File: config.mk
export PLATFORM = sky130hd
export DESIGN_NAME = mac_seq_flat
export DESIGN_NICKNAME = d
export VERILOG_FILES = /design/src/rtl/mac_seq_if.sv /design/src/rtl/mac_seq.sv /design/src/flat_wrapper.sv
export SDC_FILE = /design/constraint.sdc
export NUM_CORES = 1
export LEC_CHECK = 0
export CORE_ASPECT_RATIO = 0.6
export CORE_MARGIN = 2
export CORE_UTILIZATION = 45
export DETAILED_ROUTE_END_ITERATION = 7
export MAX_ROUTING_LAYER = met4
export PLACE_DENSITY = 0.72
export REMOVE_ABC_BUFFERS = 1
export SKIP_LAST_GASP = 1
export SYNTH_ARGS = -nofsm -noshare
export SYNTH_HDL_FRONTEND = slang
export SYNTH_SLANG_ARGS = --single-unit
File: constraint.sdc
create_clock -name clk -period 3.3 [get_ports clk]
set_input_delay 0.33 -clock clk [delete_from_list [all_inputs] [get_ports clk]]
set_output_delay 0.33 -clock clk [all_outputs]
set_load 0.05 [all_outputs]
File: src/rtl/mac_seq_if.sv
// Stream-side handshake bundle of one MAC lane sequencer:
// operand beats in on the slave side, result qualifiers out on the master side.
interface mac_seq_if #(
    parameter int WL = 8,
    parameter int WI = 16
);
    logic [WL-1:0] cfg_len;
    logic          s_valid;
    logic          s_ready;
    logic          m_valid;
    logic          m_ready;
    logic [WI-1:0] m_idx;

    modport master (
        output cfg_len, s_valid, m_ready,
        input  s_ready, m_valid, m_idx
    );

    modport slave (
        input  cfg_len, s_valid, m_ready,
        output s_ready, m_valid, m_idx
    );
endinterface

File: src/rtl/mac_seq.sv
// Sequencer for one mul -> acc MAC lane: splits accepted beats into dot products
// of cfg_len beats and aligns the accumulator qualifiers and result valid.
module mac_seq #(
    parameter int LM = 1,
    parameter int LA = 1,
    parameter int WL = 8,
    parameter int WI = 16
) (
    input  logic     clk,
    input  logic     rst,
    mac_seq_if.slave bus,
    output logic     mac_rstn,
    output logic     en,
    output logic     x_valid,
    output logic     first,
    output logic     busy
);
    typedef enum logic {IDLE, RUN} state_t;

    state_t        state, state_nxt;
    logic [WL-1:0] cnt, cnt_nxt;
    logic [WL-1:0] len, len_nxt, len_new;
    logic          accept;
    logic          f0, l0;
    logic [LM-1:0] v_pipe, f_pipe, l_pipe;
    logic [LA-1:0] m_pipe;
    logic [WI-1:0] idx;

    // A held result freezes the whole lane; nothing downstream can buffer it.
    assign mac_rstn    = ~rst;
    assign en          = ~rst & ~(bus.m_valid & ~bus.m_ready);
    assign bus.s_ready = en;
    assign accept      = bus.s_valid & en;
    assign len_new     = (bus.cfg_len == '0) ? WL'(1) : bus.cfg_len;

    assign x_valid     = v_pipe[LM-1];
    assign first       = f_pipe[LM-1];
    assign bus.m_valid = m_pipe[LA-1];
    assign bus.m_idx   = idx;
    assign busy        = (cnt != '0) | accept | (|v_pipe) | (|m_pipe);

    always_comb begin
        // NOTE: every combinational output gets a default first, so no path can infer a latch.
        state_nxt = state;
        cnt_nxt   = cnt;
        len_nxt   = len;
        f0        = 1'b0;
        l0        = 1'b0;
        if (accept) begin
            case (state)
                IDLE: begin
                    len_nxt = len_new;
                    f0      = 1'b1;
                    if (len_new == WL'(1)) begin
                        l0 = 1'b1;
                    end else begin
                        cnt_nxt   = WL'(1);
                        state_nxt = RUN;
                    end
                end
                RUN: begin
                    if (cnt == len - WL'(1)) begin
                        l0        = 1'b1;
                        cnt_nxt   = '0;
                        state_nxt = IDLE;
                    end else begin
                        cnt_nxt = cnt + WL'(1);
                    end
                end
                default: state_nxt = IDLE;
            endcase
        end
    end

    // NOTE: sequential state uses non-blocking assignments so every register samples pre-edge values.
    always_ff @(posedge clk) begin
        if (rst) begin
            state <= IDLE;
        end else if (en) begin
            state <= state_nxt;
        end
    end

    always_ff @(posedge clk) begin
        if (rst) begin
            cnt    <= '0;
            len    <= WL'(1);
            v_pipe <= '0;
            f_pipe <= '0;
            l_pipe <= '0;
            m_pipe <= '0;
            idx    <= '0;
        end else if (en) begin
            cnt       <= cnt_nxt;
            len       <= len_nxt;
            v_pipe[0] <= accept;
            f_pipe[0] <= f0;
            l_pipe[0] <= accept & l0;
            for (int i = 1; i < LM; i++) begin
                v_pipe[i] <= v_pipe[i-1];
                f_pipe[i] <= f_pipe[i-1];
                l_pipe[i] <= l_pipe[i-1];
            end
            // Last-beat tag leaves the mul stage and walks the acc delay line.
            m_pipe[0] <= l_pipe[LM-1];
            for (int i = 1; i < LA; i++) begin
                m_pipe[i] <= m_pipe[i-1];
            end
            if (bus.m_valid && bus.m_ready) begin
                idx <= idx + WI'(1);
            end
        end
    end
endmodule

File: src/flat_wrapper.sv
// flat-port wrapper written by rule: the top's interface ports become plain ports
module mac_seq_flat 
#(
    parameter int LM = 1,
    parameter int LA = 1,
    parameter int WL = 8,
    parameter int WI = 16
)
  (clk, rst, mac_rstn, en, x_valid, first, busy, bus_cfg_len, bus_s_valid, bus_m_ready, bus_s_ready, bus_m_valid, bus_m_idx);
  mac_seq_if #(.WL(WL), .WI(WI)) bus_i ();
  input  logic clk;
  input  logic rst;
  output logic mac_rstn;
  output logic en;
  output logic x_valid;
  output logic first;
  output logic busy;
  input wire logic [$bits(bus_i.cfg_len)-1:0] bus_cfg_len;
  input wire logic [$bits(bus_i.s_valid)-1:0] bus_s_valid;
  input wire logic [$bits(bus_i.m_ready)-1:0] bus_m_ready;
  output wire logic [$bits(bus_i.s_ready)-1:0] bus_s_ready;
  output wire logic [$bits(bus_i.m_valid)-1:0] bus_m_valid;
  output wire logic [$bits(bus_i.m_idx)-1:0] bus_m_idx;
  assign bus_i.cfg_len = bus_cfg_len;
  assign bus_i.s_valid = bus_s_valid;
  assign bus_i.m_ready = bus_m_ready;
  assign bus_s_ready = bus_i.s_ready;
  assign bus_m_valid = bus_i.m_valid;
  assign bus_m_idx = bus_i.m_idx;
  mac_seq #(.LM(LM), .LA(LA), .WL(WL), .WI(WI)) u_core (.clk(clk), .rst(rst), .bus(bus_i), .mac_rstn(mac_rstn), .en(en), .x_valid(x_valid), .first(first), .busy(busy));
endmodule
# Word-level counts from Yosys, hierarchy flattened
# Cells that the tools add are included.
[op_classes] magnitude_cmp=0 shift=0 add_sub_neg=3 mul=0 n_mux=13 bitwise=11 reduce_logical=7 n_eq_ne=3 div_mod_pow=0
[op_table] cell="8-bit 2-to-1 mux" count=3
[op_table] cell="16-bit by 1-bit adder with 16-bit output, second input constant" count=1
[op_table] cell="8-bit case mux with 2 select lines" count=1
[op_table] cell="8-bit by 1-bit adder with 8-bit output, second input constant" count=1
[op_table] cell="8-bit by 1-bit equality test with 1-bit output, second input constant" count=1
[op_table] cell="8-bit equality test" count=1
[op_table] cell="8-bit zero test" count=1
[op_table] cell="8-bit nonzero test" count=1
[op_table] cell="8-bit by 1-bit subtractor with 8-bit output, second input constant" count=1
[op_table] cell="1-bit 2-to-1 mux" count=7
[op_table] cell="3-bit AND reduction" count=2
[op_table] cell="1-bit AND" count=4
[op_table] cell="1-bit NOT" count=4
[op_table] cell="1-bit case mux with 2 select lines" count=2
[op_table] cell="2-bit AND reduction" count=2
[op_table] cell="1-bit OR" count=3
[op_table] cell="2-bit != test, second input constant" count=1
[op_table] cell="1-bit logical AND" count=1
[totals] memories=0 reg_bits=37 ram_bits=0 latch_bits=0 word_cells=45 out_inout_bits=23 in_bits=12 rom_bits=0

# Logic depth before layout (Yosys ltp)
# Gate-level depths: netlist of the first run.
[logic_depth] word_depth=8 depth_mapped=8 depth_no_buf=8

# Least setup slack after synthesis of the first run
# OpenSTA, ideal clock, no wires.
[synth_timing] path_type="reg2out" from="register u_core.m_pipe, in the netlist u_core.bus.m_valid" to="output port busy" t_required_ns=2.970 arrival_ns=2.259 setup_slack_ns=0.711 path_buffers=1 path_stages_with_launch=7 path_cell_list="dfxtp_1 > nor2b_1 > clkbuf_1 > nor2_1 > nand2_1 > nand4b_1 > or4_1"
[synth_via] elab_chain_cells=7
[synth_rtl] item="from (decl)" line_no="mac_seq.sv:26" rtl="logic [LA-1:0] m_pipe;"
[synth_rtl] item="from (signal, indexed assignment)" line_no="mac_seq.sv:107" rtl="m_pipe[i] <= m_pipe[i-1];"
[synth_rtl] item="1-bit AND" line_no="mac_seq.sv:31" rtl="assign en = ~rst & ~(bus.m_valid & ~bus.m_ready);"
[synth_rtl] item="1-bit NOT" line_no="mac_seq.sv:31"
[synth_rtl] item="1-bit AND" line_no="mac_seq.sv:31"
[synth_rtl] item="named net bus_s_ready" line_no="flat_wrapper.sv:21" rtl="output wire logic [$bits(bus_i.s_ready)-1:0] bus_s_ready;"
[synth_rtl] item="1-bit AND" line_no="mac_seq.sv:33" rtl="assign accept = bus.s_valid & en;"
[synth_rtl] item="1-bit OR (3 in a row)" line_no="mac_seq.sv:40" rtl="assign busy = (cnt != '0) | accept | (|v_pipe) | (|m_pipe);"
[synth_rtl] item="to (decl)" line_no="flat_wrapper.sv:17" rtl="output logic busy;"
# The timed path passes the listed nets, and every way through them passes these cells.

# Worst setup path after layout of the first run
[layout_timing] from="input port bus_m_ready" to="output port busy"
[layout_via] elab_chain_cells=8
[layout_rtl] item="from (decl)" line_no="flat_wrapper.sv:20" rtl="input wire logic [$bits(bus_i.m_ready)-1:0] bus_m_ready;"
[layout_rtl] item="1-bit NOT" line_no="mac_seq.sv:31"
[layout_rtl] item="1-bit AND" line_no="mac_seq.sv:31"
[layout_rtl] item="1-bit NOT" line_no="mac_seq.sv:31"
[layout_rtl] item="1-bit AND" line_no="mac_seq.sv:31"
[layout_rtl] item="1-bit AND" line_no="mac_seq.sv:33"
[layout_rtl] item="1-bit OR (3 in a row)" line_no="mac_seq.sv:40"
# No other way between the ends.

==> results.json, run 1 <==
{
  "io_pins": 35,
  "drt-total-wl_um": 4190,
  "drtAntennaViolNets": 0,
  "ys_seq_area_frac": 0.403,
  "comb_power_share": 0.140,
  "swShare": 0.279,
  "timing.rr.end": "u_core.state",
  "multi_input_area_um2": 1030,
  "min_path_type": "flip-flop to flip-flop",
  "synth_top_family_by_area": "simple AND/OR/NAND/NOR gates",
  "synth_xor_area_frac": 0.148,
  "ys_seq_elements": 37,
  "leakagePower_nw": 0.821,
  "synthAdderAreaFrac": 0.0272,
  "highest_layer": "met4",
  "fin_skew_ns": 0.00153,
  "p_int_uw": 655,
  "critPathKind": "input port to output port",
  "start_util": 0.486,
  "place_area_um2": 2220,
  "cp.required_ns": 2.97,
  "track_usage": 0.204,
  "worst_slack_ns": 0.720,
  "hold_start": "u_core.l_pipe",
  "synthMuxAreaShare": 0.0435,
  "drive_gt1_frac": 0.0726,
  "post_cts_buffers": 0,
  "syn_avg_cell_area_um2": 8.64,
  "pwr-share-clk": 0.340,
  "crit_arrival_ns": 2.25,
  "p_switching_uw": 253,
  "finalMaxSlewViolations": 0,
  "async_reset_ff_frac": 0,
  "worstSkewPairLatency_ns": 0.29,
  "die_w_um": 86.5,
  "hold_depth": 2,
  "cts_sinks": 37,
  "dpl_worst_slack_ns": 0.737,
  "wl_met2_um": 1530,
  "diodes": 0,
  "dp_hpwl_um": 3150,
  "dominantRegCellSynth": "dfxtp_1",
  "reg2reg_slack_ns": 0.94,
  "dr.pass1.iters": 4,
  "critPathCapture": "busy",
  "ff_latch_area_um2": 741,
  "rr_startpoint": "u_core.len[0]",
  "maxCapViolations": 0,
  "r2r_cells": 6,
  "detail_route.iter0.violations": 81,
  "dr_wl_met3_um": 276,
  "period_minus_slack_ns": 2.58,
  "start_kind": "input port",
  "fin_crit_sh": 0.782,
  "io_buffers": 34,
  "fp.dieH_um": 53.5,
  "report.final.hold_viol_count": 0,
  "setup-tns-final_ns": 0,
  "ir_drop_mv": 0.201,
  "yosys_warnings": 0,
  "cts_resized": 0,
  "vias": 1546,
  "gp_congestion": 0.911,
  "finalInstanceArea_um2": 2300,
  "crit_fanout": 8,
  "synthesis.area_um2": 1840,
  "gr-total-overflow": 0,
  "numCtsBuffers": 5,
  "clkTransAtPathRegs_ns": 0.07,
  "grt_pass1_vias": 1412,
  "grt_pass1_wl_um": 6780,
  "cts_tree": "built",
  "max_freq_mhz": 388,
  "rows": 17,
  "nets": 263,
  "power_frac_seq": 0.520,
  "htreeDepth": 2,
  "drcViolationCount": 0,
  "status": "finished, final reports clean",
  "slew_headroom": 0.639,
  "clk_path_buf_depth": 2,
  "area_growth_pct": 25.3,
  "worst_slew_pin_slew_ns": 0.540,
  "fill_cells": 335,
  "die-area_um2": 4630,
  "power_density_nw_per_um2": 394,
  "m1WireLength_um": 2350,
  "core_area_um2": 3790,
  "finalSetupViolCount": 0,
  "viasPerCell": 5.24,
  "crit_start": "bus_m_ready",
  "clockRootBuffer": "clkbuf_8",
  "synth-edff-count": 0,
  "syn_inst": 213,
  "holdBufCountCts": 0,
  "cp-end-kind": "output port",
  "yosys.area_share.simple": 0.262,
  "ys_types": 37,
  "antenna_found_initial": 0,
  "rsz0062_at_grt": "no",
  "wl_per_cell_um": 14.2,
  "synth_compound_area_frac": 0.0782,
  "grt_max_degree": 15
}
[layout make-up]
class	count	area share
clock buffers	5	0.0299
clock inverters	3	0.00760
inverters	8	0.0130
multi-input cells	158	0.448
flip-flops and latches	37	0.321
well taps	47	0.0255
repair buffers	37	0.154
[per-layer routing]
layer	vias up	global-route usage
met3	5	0.0593
met4	0	0.0781
met5	-	-
met1	689	0.296
met2	49	0.259
li1	803	-
[registers in the layout, summed over array words and instances, names as in the netlist]
signal,cells
u_core.l_pipe,1
u_core.len,8
u_core.x_valid,1
u_core.first,1
u_core.bus.m_idx,16
u_core.cnt,8
u_core.state,1
u_core.bus.m_valid,1
[cell usage in the layout (no fill, tap or decap), types with 2 or more instances in the layout]
master,n
o221ai_1,2
buf_4,6
nand3_1,9
a21oi_1,6
clkinv_2,2
mux2i_1,8
clkbuf_8,5
nand2_1,15
and2_1,3
and3_1,2
inv_1,8
nor4_1,3
dfxtp_1,37
nor2_1,29
or4_1,2
o21ai_0,5
xnor2_1,13
ha_1,4
and4_1,2
xor2_1,18
nand4b_1,2
nor2b_1,2
nor3_1,12
nand4_1,6
clkdlybuf4s50_1,31
or3_1,2
[power groups by stage]
stage	clock [mW]	combinational, mW	sequential, mW
2_1_floorplan	0	0.0726	0.485
4_1_cts	0.317	0.127	0.472
3_5_place_dp	0	0.126	0.482
3_3_place_gp	0	0.125	0.482
6_report	0.309	0.127	0.473
5_1_grt	0.336	0.137	0.474
[kinds of logic after synthesis]
| group | count (synthesis) |
|---|---|
| AOI/OAI and AO/OA | 20 |
| xor gates and xnor gates | 31 |
| adders and majority gates | 4 |
| buffers and inverters | 18 |
| DFF | 37 |
| muxes | 8 |
| and+or+nand+nor | 95 |
[cells in the mapped netlist, types with 4 or more instances]
| cell type | number | area (um2) |
|---|---|---|
| o21ai_0 | 5 | 25.0 |
| nand3_1 | 9 | 45.0 |
| nand2_1 | 15 | 56.3 |
| nand4_1 | 6 | 37.5 |
| inv_1 | 8 | 30.0 |
| nor3_1 | 12 | 60.1 |
| nor4_1 | 4 | 25.0 |
| clkbuf_1 | 8 | 30.0 |
| a21oi_1 | 6 | 30.0 |
| dfxtp_1 | 37 | 741 |
| ha_1 | 4 | 50.1 |
| nor2_1 | 29 | 109 |
| mux2i_1 | 8 | 80.1 |
| xnor2_1 | 13 | 114 |
| xor2_1 | 18 | 158 |
[stage by stage]
step                total power [mW]  std cells  hold WS, ns   util
CTS                            0.916        295        0.498  0.609
detailed placement             0.608        287        0.464  0.586
finish                         0.908        295        0.502  0.609
floorplan                      0.557        203        0.399      -
global route                   0.947        295        0.522  0.609
global placement               0.607        287        0.463  0.586
[worst max-delay path, stage by stage]
cell and delay [ns]:
clkdlybuf4s50_1 0.48, nor2b_1 0.47, nor2_1 0.16, nand2_1 0.12
nand4b_1 0.09, or4_1 0.40, buf_4 0.20
[worst min path at each step]
stage | endpoint | slack, ns
global route | u_core.l_pipe | 0.52
global placement | u_core.bus.m_valid | 0.46
floorplan | u_core.bus.m_idx[1] | 0.40
finish | u_core.l_pipe | 0.50
CTS | u_core.l_pipe | 0.50
detailed placement | u_core.bus.m_valid | 0.46
Note: power is estimated with default switching activity, not from simulation.
==> run 2, diff against run 1 <==
Clock period 3.3 ns to 2.5 ns, I/O delays scaled along.
==> run 2 against run 1 <==
Die area stayed put. Cell count is 1.0% higher. Register-to-register slack worse by 0.67 ns. Critical endpoint is now u_core.cnt[3]. First-iteration DRC count is 35% lower. Clock power is 28% higher. Critical path depth is 1 lower. Largest power group unchanged. Critical path type is now flip-flop to flip-flop. Largest cell class unchanged. Sequential share of layout area is 0.57 points lower. Worst setup slack worse by 0.45 ns. Core utilization is 1.1 points higher.
==> results.json, run 2 (same netlist as run 1, synthesis figures left out) <==
{
  "maxCapViolations": 0,
  "start_util": 0.486,
  "io_buffers": 34,
  "final_common_cell": "dfxtp_1",
  "crit_cells": 6,
  "path_delay_family": "simple AND/OR/NAND/NOR gates",
  "fin_skew_ns": 0.00600,
  "critPathKind": "flip-flop to flip-flop",
  "cp-end-kind": "flip-flop",
  "period_minus_slack_ns": 2.23,
  "gp_congestion": 0.887,
  "ir_drop_mv": 0.301,
  "dr.pass1.iters": 4,
  "antenna_found_initial": 0,
  "detail_route.iter0.violations": 53,
  "cts_resized": 0,
  "die_w_um": 86.5,
  "r2r_cells": 6,
  "power_density_nw_per_um2": 508,
  "pwr-share-clk": 0.331,
  "hold_depth": 2,
  "io_pins": 35,
  "grt_max_degree": 16,
  "viasPerCell": 5.17,
  "highest_layer": "met4",
  "finalMaxSlewViolations": 0,
  "m1WireLength_um": 2330,
  "drt-total-wl_um": 4040,
  "grt_pass1_wl_um": 6710,
  "diodes": 0,
  "fin_crit_sh": 0.892,
  "rsz0062_at_grt": "no",
  "clkTransAtPathRegs_ns": 0.07,
  "rows": 17,
  "p_total_mw": 1.19,
  "grt_pass1_vias": 1409,
  "die-area_um2": 4630,
  "cts_sinks": 37,
  "fill_cells": 325,
  "drive_gt1_frac": 0.0837,
  "p_switching_uw": 318,
  "final_cell_mix": "37 x dfxtp_1, 30 x clkdlybuf4s50_1, 29 x nor2_1, 18 x xor2_1, 15 x nand2_1",
  "vias": 1541,
  "finalInstanceArea_um2": 2350,
  "drcViolationCount": 0,
  "critical-path-max-stage-delay_ns": 0.56,
  "clk_path_buf_depth": 2,
  "slew_headroom": 0.659,
  "crit_fanout": 6,
  "min_path_type": "flip-flop to flip-flop",
  "post_cts_buffers": 0,
  "crit_path_top_delay_cell": "or4_4",
  "largest_reg_flops": 16,
  "power_frac_seq": 0.524,
  "clockRootBuffer": "clkbuf_8",
  "holdBufCountCts": 0,
  "p_int_uw": 873,
  "nets": 266,
  "worstSkewPairLatency_ns": 0.28,
  "htreeDepth": 2,
  "area_growth_pct": 27.6,
  "cp_num_buf_inv": 0,
  "report.final.hold_viol_count": 0,
  "cts_tree": "built",
  "fp.dieH_um": 53.5,
  "dp_hpwl_um": 3130,
  "dr_wl_met3_um": 147,
  "wl_per_cell_um": 13.6,
  "leakagePower_nw": 0.847,
  "cp.required_ns": 2.66,
  "swShare": 0.267,
  "crit_arrival_ns": 2.39,
  "core_area_um2": 3790,
  "finalSetupViolCount": 0,
  "numCtsBuffers": 5,
  "wl_met2_um": 1530,
  "place_area_um2": 2260,
  "worst_slew_pin_slew_ns": 0.509,
  "cp_cell_sequence": "or4_4, or4_1, o311ai_1, o211ai_2, a21oi_4, nor3_1",
  "track_usage": 0.197,
  "gr-total-overflow": 0,
  "start_kind": "flip-flop",
  "max_freq_mhz": 448,
  "status": "finished, final reports clean",
  "comb_power_share": 0.145,
  "drtAntennaViolNets": 0
}
-- run 2: power by group through the flow --
stage	logic [mW]	registers, mW	clock network (mW)
CTS	0.173	0.623	0.408
global placement	0.170	0.637	0
global route	0.186	0.626	0.429
detailed placement	0.172	0.637	0
floorplan	0.0958	0.640	0
finish	0.173	0.624	0.394
-- run 2: area by class of cell --
cell class                 instances  area (um2)  share of cell area
clock inverter                     2        10.0             0.00427
timing repair buffer              40         400               0.171
multi-input combinational        158        1030               0.441
tap                               47        58.8              0.0251
clock buffer                       6        72.6              0.0309
inverter                           8        30.0              0.0128
sequential                        37         741               0.316
-- run 2: routing by layer --
layer,global-route usage,vias to the layer above
met4,0.0547,0
met3,0.0468,2
met5,-,-
met1,0.291,694
met2,0.263,31
li1,-,814
-- run 2: path summary, 6_finish.rpt --
| kind | startpoint | end | slack [ns] |
|---|---|---|---|
| max | u_core.len[0] | u_core.cnt[3] | 0.27 |
| min reg2reg | u_core.l_pipe | u_core.bus.m_valid | 0.48 |
| min | u_core.l_pipe | u_core.bus.m_valid | 0.48 |
| max reg2reg | u_core.len[0] | u_core.cnt[3] | 0.27 |
-- run 2: tightest hold or removal path: stages, from the launching register on --
cell and delay (ns):
dfxtp_1 0.33, nor2_1 0.05, nor2_1 0.07
-- run 2: per-stage QoR --
step / setup slack [ns] / setup TNS [ns] / hold WS (ns) / instances / utilization
6_report: 0.270 / 0 / 0.479 / 298 / 0.620
5_1_grt: 0.159 / 0 / 0.537 / 298 / 0.620
4_1_cts: 0.268 / 0 / 0.480 / 298 / 0.620
3_5_place_dp: 0.296 / 0 / 0.467 / 290 / 0.598
3_3_place_gp: 0.336 / 0 / 0.452 / 290 / 0.598
2_1_floorplan: -0.531 / -0.689 / 0.319 / 203 / -
